==> src/rtl/tulip_audio_pkg.sv <==
// Shared audio-path definitions for the tulip DSP output stage.
// Holds the sample type, the I2S slot encoding, and the frame geometry defaults.
package tulip_audio_pkg;

  localparam int C_ADC_DWIDTH = 24;

  typedef logic signed [C_ADC_DWIDTH-1:0] sample_t;

  typedef enum logic {
    SLOT_LEFT  = 1'b0,
    SLOT_RIGHT = 1'b1
  } slot_e;

  localparam int C_SLOT_WIDTH = 32;
  localparam int C_BCLK_DIV   = 4;

endpackage

==> src/rtl/tulip_i2s_clkgen.sv <==
// I2S bus-master timing: divides clk into BCLK and tracks the bit position within a frame.
// Strobes are combinational on the current state and coincide with the clk edge that applies them.
module tulip_i2s_clkgen
  import tulip_audio_pkg::*;
#(
  parameter int G_SLOT_WIDTH = C_SLOT_WIDTH,
  parameter int G_BCLK_DIV   = C_BCLK_DIV,
  parameter int CW           = $clog2(2 * G_SLOT_WIDTH)
) (
  input  logic          clk,
  input  logic          reset,
  input  logic          enable,
  output logic          bclk_o,
  output logic          fall_o,
  output logic          frame_start_o,
  output logic [CW-1:0] bit_cnt_d_o
);

  localparam int DIVW = (G_BCLK_DIV > 1) ? $clog2(G_BCLK_DIV) : 1;
  localparam logic [DIVW-1:0] DIV_TC = DIVW'(G_BCLK_DIV - 1);
  localparam logic [CW-1:0]   BIT_TC = CW'(2 * G_SLOT_WIDTH - 1);

  logic [DIVW-1:0] div_cnt_q, div_cnt_d;
  logic [CW-1:0]   bit_cnt_q, bit_cnt_d;
  logic            bclk_q, bclk_d;
  logic            tc, fall;

  always_comb begin
    tc        = (div_cnt_q == DIV_TC);
    fall      = tc & bclk_q;
    div_cnt_d = tc ? '0 : div_cnt_q + 1'b1;
    bclk_d    = tc ? ~bclk_q : bclk_q;
    bit_cnt_d = bit_cnt_q;
    if (fall) begin
      bit_cnt_d = (bit_cnt_q == BIT_TC) ? '0 : bit_cnt_q + 1'b1;
    end
  end

  always_ff @(posedge clk or negedge reset) begin
    if (!reset) begin
      div_cnt_q <= '0;
      bit_cnt_q <= '0;
      bclk_q    <= 1'b0;
    end else if (!enable) begin
      div_cnt_q <= '0;
      bit_cnt_q <= '0;
      bclk_q    <= 1'b0;
    end else begin
      div_cnt_q <= div_cnt_d;
      bit_cnt_q <= bit_cnt_d;
      bclk_q    <= bclk_d;
    end
  end

  assign bclk_o        = bclk_q;
  assign fall_o        = fall;
  assign frame_start_o = fall & (bit_cnt_q == BIT_TC);
  assign bit_cnt_d_o   = bit_cnt_d;

endmodule

==> src/rtl/tulip_i2s_tx.sv <==
// Mono-to-stereo I2S transmitter: one holding register paces the DSP chain at one sample per frame,
// the same word is sent in both slots, and an empty holding register at frame start repeats the last word.
module tulip_i2s_tx
  import tulip_audio_pkg::*;
#(
  parameter int G_DWIDTH     = C_ADC_DWIDTH,
  parameter int G_SLOT_WIDTH = C_SLOT_WIDTH,
  parameter int G_BCLK_DIV   = C_BCLK_DIV
) (
  input  logic                clk,
  input  logic                reset,
  input  logic                enable,
  input  logic [G_DWIDTH-1:0] din,
  input  logic                din_valid,
  output logic                din_ready,
  output logic                i2s_bclk,
  output logic                i2s_lrclk,
  output logic                i2s_sdata,
  output logic                frame_tick,
  output logic                underrun,
  output logic [15:0]         underrun_count
);

  localparam int CW = $clog2(2 * G_SLOT_WIDTH);
  localparam logic [CW-1:0] SLOT_C = CW'(G_SLOT_WIDTH);

  logic          bclk, bclk_fall, frame_start;
  logic [CW-1:0] bit_cnt_d, pos;

  tulip_i2s_clkgen #(
    .G_SLOT_WIDTH(G_SLOT_WIDTH),
    .G_BCLK_DIV  (G_BCLK_DIV),
    .CW          (CW)
  ) u_clkgen (
    .clk          (clk),
    .reset        (reset),
    .enable       (enable),
    .bclk_o       (bclk),
    .fall_o       (bclk_fall),
    .frame_start_o(frame_start),
    .bit_cnt_d_o  (bit_cnt_d)
  );

  logic [G_DWIDTH-1:0] hold_q, hold_d, shift_q, shift_d, last_q, last_d;
  logic                full_q, full_d, ready_q, accept;
  logic                urun_q, urun_d, sdata_q, sdata_d, tick_q;
  logic [15:0]         cnt_q, cnt_d;
  slot_e               lrclk_q, lrclk_d;

  // din handshake: a transfer happens on a clk edge where din_valid and din_ready are both 1.
  // din_ready is a register equal to "holding empty", so it never depends on din_valid.
  always_comb begin
    accept = din_valid & ready_q;
    hold_d = hold_q;
    full_d = full_q;
    shift_d = shift_q;
    last_d = last_q;
    urun_d = urun_q;
    cnt_d = cnt_q;
    if (frame_start) begin
      if (full_q) begin
        shift_d = hold_q;
        last_d  = hold_q;
        full_d  = 1'b0;
      end else begin
        shift_d = last_q;
        urun_d  = 1'b1;
        if (cnt_q != 16'hFFFF) cnt_d = cnt_q + 16'd1;
      end
    end
    if (accept) begin
      hold_d = din;
      full_d = 1'b1;
    end
  end

  // Position 0 of each slot is the I2S one-BCLK delay; bits past the word are padding.
  always_comb begin
    pos     = (bit_cnt_d >= SLOT_C) ? bit_cnt_d - SLOT_C : bit_cnt_d;
    lrclk_d = lrclk_q;
    sdata_d = sdata_q;
    if (bclk_fall) begin
      lrclk_d = (bit_cnt_d >= SLOT_C) ? SLOT_RIGHT : SLOT_LEFT;
      sdata_d = 1'b0;
      for (int i = 0; i < G_DWIDTH; i++) begin
        if (pos == CW'(G_DWIDTH - i)) sdata_d = shift_q[i];
      end
    end
  end

  always_ff @(posedge clk or negedge reset) begin
    if (!reset) begin
      hold_q  <= '0;
      shift_q <= '0;
      last_q  <= '0;
      full_q  <= 1'b0;
      ready_q <= 1'b0;
      urun_q  <= 1'b0;
      cnt_q   <= '0;
      sdata_q <= 1'b0;
      lrclk_q <= SLOT_LEFT;
      tick_q  <= 1'b0;
    end else if (!enable) begin
      hold_q  <= '0;
      shift_q <= '0;
      last_q  <= '0;
      full_q  <= 1'b0;
      ready_q <= 1'b0;
      urun_q  <= 1'b0;
      cnt_q   <= '0;
      sdata_q <= 1'b0;
      lrclk_q <= SLOT_LEFT;
      tick_q  <= 1'b0;
    end else begin
      hold_q  <= hold_d;
      shift_q <= shift_d;
      last_q  <= last_d;
      full_q  <= full_d;
      ready_q <= ~full_d;
      urun_q  <= urun_d;
      cnt_q   <= cnt_d;
      sdata_q <= sdata_d;
      lrclk_q <= lrclk_d;
      tick_q  <= frame_start;
    end
  end

  assign din_ready      = ready_q;
  assign i2s_bclk       = bclk;
  assign i2s_lrclk      = lrclk_q;
  assign i2s_sdata      = sdata_q;
  assign frame_tick     = tick_q;
  assign underrun       = urun_q;
  assign underrun_count = cnt_q;

endmodule

==> config.mk <==
export PLATFORM = sky130hd
export DESIGN_NAME = tulip_i2s_tx
export DESIGN_NICKNAME = d
export VERILOG_FILES = /design/src/rtl/tulip_audio_pkg.sv /design/src/rtl/tulip_i2s_clkgen.sv /design/src/rtl/tulip_i2s_tx.sv
export SDC_FILE = /design/constraint.sdc
export NUM_CORES = 1
export LEC_CHECK = 0
export ABC_AREA = 1
export CAP_MARGIN = 20
export CORE_MARGIN = 2
export CORE_UTILIZATION = 59
export CTS_CLUSTER_DIAMETER = 50
export DETAILED_ROUTE_END_ITERATION = 6
export PLACE_DENSITY = 0.86
export SYNTH_ARGS = -nofsm -noshare
export SYNTH_HDL_FRONTEND = slang
export SYNTH_SLANG_ARGS = --single-unit
==> constraint.sdc <==
create_clock -name clk -period 7 [get_ports clk]
set_clock_uncertainty 0.05 [all_clocks]
set_input_delay 0.7 -clock clk [delete_from_list [all_inputs] [get_ports clk]]
set_output_delay 0.7 -clock clk [all_outputs]
set_load 0.01 [all_outputs]
==> results.cfg <==
[critical_path]
crit_chain = ha_1, nand2_4, clkinv_4, nand3_1, nand2_4, a21oi_4, nand2_4, o21ai_2, o21bai_1, nand4_1, nor2_1, nand4_1, nand2_1, nand4_1, nand2_1, nand4_1, nand2_1, nand2_1, nand2_1, nand2_1, nand2_1, nand2_1
cpMostUsedCell = nand2_1
critical_path_depth = 22
timing.rr.start = u_clkgen.div_cnt_q[0]$_DFF_PN0_
cp_top_family = simple AND/OR/NAND/NOR gates
critical_path.max_fanout = 7
startpoint_type = flop
worstPathRequired_ps = 7200
timing.reg2reg.setup_slack_ps = 4200
crit_buf_inv = 1
critPathArrivalTime_ps = 3010
r2r_end = i2s_sdata$_DFFE_PN0P_
critPathKind = flop to flop
ff2ff_path_depth = 22
cpPeakStageDelay_ps = 400
cp-end-kind = flop
cp_slowest_cell = dfrtp_1

[timing]
setup_viol_count_final = 0
hold_viol_final = 0
slew_headroom_pct = 35.7
finalCriticalPeriod_ps = 2800
fmax_ghz = 0.357
setup-tns-final_ps = 0
rsz0062_at_grt = no
slew_viol_final = 0
finalCritPeriodShare_pct = 40.0
tightest_slew_ps = 965

[logic_synthesis]
synthTopCellsByCount = dfrtp_1, nand3_1, inv_1, nand2_1, o21ai_0
synthCells = 423
yosys-top-cells-area = dfrtp_1, nand3_1, o21ai_0, inv_1, nand2_1
yosysMostFrequentCell = dfrtp_1
synth_area_um2 = 3700
async_flop_share_pct = 100
yosys_most_used_dff = dfrtp_1
netlist.area_leader.share_pct = 53.4
synth-edff-count = 0
syn_avg_cell_area_um2 = 8.76
synth_nets = 454
yosysWarningCount = 0
ys_seq_elements = 79
ys_types = 39
synth_area_leader_cell = dfrtp_1
seq_area_frac_synth_pct = 53.4

[power]
combinationalPowerShare_pct = 6.0
pwr-share-clk_pct = 43.5
swShare_pct = 22.1
p_leak_nw = 1.96
powerDensity_nw_per_um2 = 208
p_int_mw = 0.725
power_mw = 0.930
max-vdd-ir-drop_v = 0.000165
switchingPower_mw = 0.205
seqPwrFrac_pct = 50.6

[global_routing]
grt_usage_pct = 24.5
grt_pass1_wl_um = 13800
grt_max_degree = 80
antenna_found_initial = 0
overflow = 0
grt_pass1_vias = 2941

[floorplanning]
dieArea_um2 = 6930
pin_count = 50
die_x_um = 83.2
fp.coreArea_um2 = 5990
initial_core_util_pct = 61.8
fp.dieH_um = 83.2
num_rows = 28

[worst_hold_path]
hp-class = flop to flop
min_from = u_clkgen.div_cnt_q[0]$_DFF_PN0_
min_path_cells = 1
min_to = u_clkgen.div_cnt_q[0]$_DFF_PN0_

[final_layout]
area_delta_synth_final_pct = 20.8
n_antenna_cell = 0
layout-drive-gt1-share_pct = 9.26
multi_input_area_um2 = 1430
fillerInstances = 427
seq_area_um2 = 1980
finalNetCount = 501

[cts]
cts.hold.buffers_added = 0
cts_made_buffers = 9
clock_latency_ps = 360
ctsHtreeMaxLevel = 3
clk_pin_slew_ps = 80
cts_resized = 0
cts_sinks = 79
cts_buffer_depth = 2
root_buffer = clkbuf_8
post_cts_buffers = 0
cts_tree = yes

[route]
drtPass1Iterations = 6
ant_nets = 0
route.vias.total = 3180
totalWireLength_um = 8360
post_drt_wl_per_cell_um = 15.2
drt-initial-drc-count = 295
routed_via_density = 5.78
drc = 0

[flow_run]
cap_violations = 0

[placed_design]
hpwl_um = 5620
io_buffers = 49
gp_congestion = 0.972

[outcome]
outcome = finished, final reports clean
-- sequential cells by signal, indices dropped and copies added (netlist names) --
| register | cells |
|---|---|
| hold_q | 24 |
| frame_tick | 1 |
| i2s_sdata | 1 |
| underrun | 1 |
| din_ready | 1 |
| full_q | 1 |
| i2s_lrclk | 1 |
| u_clkgen.bclk_o | 1 |
| underrun_count | 16 |
| u_clkgen.div_cnt_q | 2 |
| last_q | 24 |
| u_clkgen.bit_cnt_q | 6 |
-- cell type report --
type                    count  share of cell area, %
flip-flops and latches     79                   44.2
clock buffers              11                   2.94
inverters                  63                   5.51
multi-input cells         267                   31.9
clock inverters             5                   2.38
well taps                  75                   2.10
repair buffers             50                   11.0
-- layout by cell type (no fill, tap or decap), types with 2 or more instances in the layout --
cell             Yosys  layout
nor4_1               3       3
dfrtp_1             79      79
bufinv_16            0       3
o21ai_2              2       2
a21oi_1             16      16
a31oi_1              3       3
nand4_1              9       9
clkbuf_1            12       2
inv_2                2       2
inv_1               57      57
clkbuf_8             0       9
buf_4                0       2
ha_1                 3       3
nand3_1             60      60
nor2_2               5       5
nand2_1             48      48
o22ai_1              6       6
clkdlybuf4s50_1      0      47
nor3_1              11      11
nand2_2              2       2
nor2_1              30      30
clkinv_4             1       2
nand3_2              4       4
o21ai_0             45      45
clkinv_1             2       2
nand2_4              5       5
-- power groups by stage --
stage / registers [mW] / logic [mW] / clock network [mW]
3_5_place_dp: 0.479 / 0.0557 / 0
2_1_floorplan: 0.478 / 0.0233 / 0
5_1_grt: 0.471 / 0.0626 / 0.423
6_report: 0.470 / 0.0556 / 0.404
4_1_cts: 0.470 / 0.0564 / 0.407
3_3_place_gp: 0.479 / 0.0543 / 0
-- worst max-delay path by stage --
stage                                  to                       startpoint  slack [ps]
floorplan           i2s_sdata$_DFFE_PN0P_  u_clkgen.div_cnt_q[0]$_DFF_PN0_        4640
global placement    last_q[6]$_DFFE_PN0P_                           enable        4100
detailed placement  last_q[6]$_DFFE_PN0P_                           enable        3970
CTS                 i2s_sdata$_DFFE_PN0P_  u_clkgen.div_cnt_q[0]$_DFF_PN0_        4230
global route        i2s_sdata$_DFFE_PN0P_  u_clkgen.div_cnt_q[0]$_DFF_PN0_        4020
finish              i2s_sdata$_DFFE_PN0P_  u_clkgen.div_cnt_q[0]$_DFF_PN0_        4200
-- through the flow --
step | instance area [µm²] | util [%] | hold WS, ps | worst slack [ps] | cells
2_1_floorplan | 3700 | - | 354 | 4640 | 423
3_3_place_gp | 4240 | 70.7 | 392 | 4100 | 534
3_5_place_dp | 4240 | 70.7 | 409 | 3970 | 534
4_1_cts | 4470 | 74.7 | 420 | 4230 | 550
5_1_grt | 4470 | 74.7 | 431 | 4020 | 550
6_report | 4470 | 74.7 | 418 | 4200 | 550
-- per-layer routing --
metal  up-vias  track usage (%)  wire length, µm
met5         -                0                0
met4         0             7.15               79
met3         9             5.57              369
met2        96             39.5             4110
met1      1563             33.4             3800
li1       1512                -                -
-- kinds of logic (layout without fill, tap and decap cells) --
family / after synthesis / after routing / share of synthesized area [%]
xor gates and xnor gates: 2 / 2 / 0.676
DFF: 79 / 79 / 53.4
adders and majority gates: 3 / 3 / 1.01
AOI/OAI and AO/OA: 83 / 83 / 13.1
buffers and inverters: 77 / 129 / 8.07
and+or+nand+nor: 179 / 179 / 23.8
No activity file was read; power rests on OpenSTA's default activity.
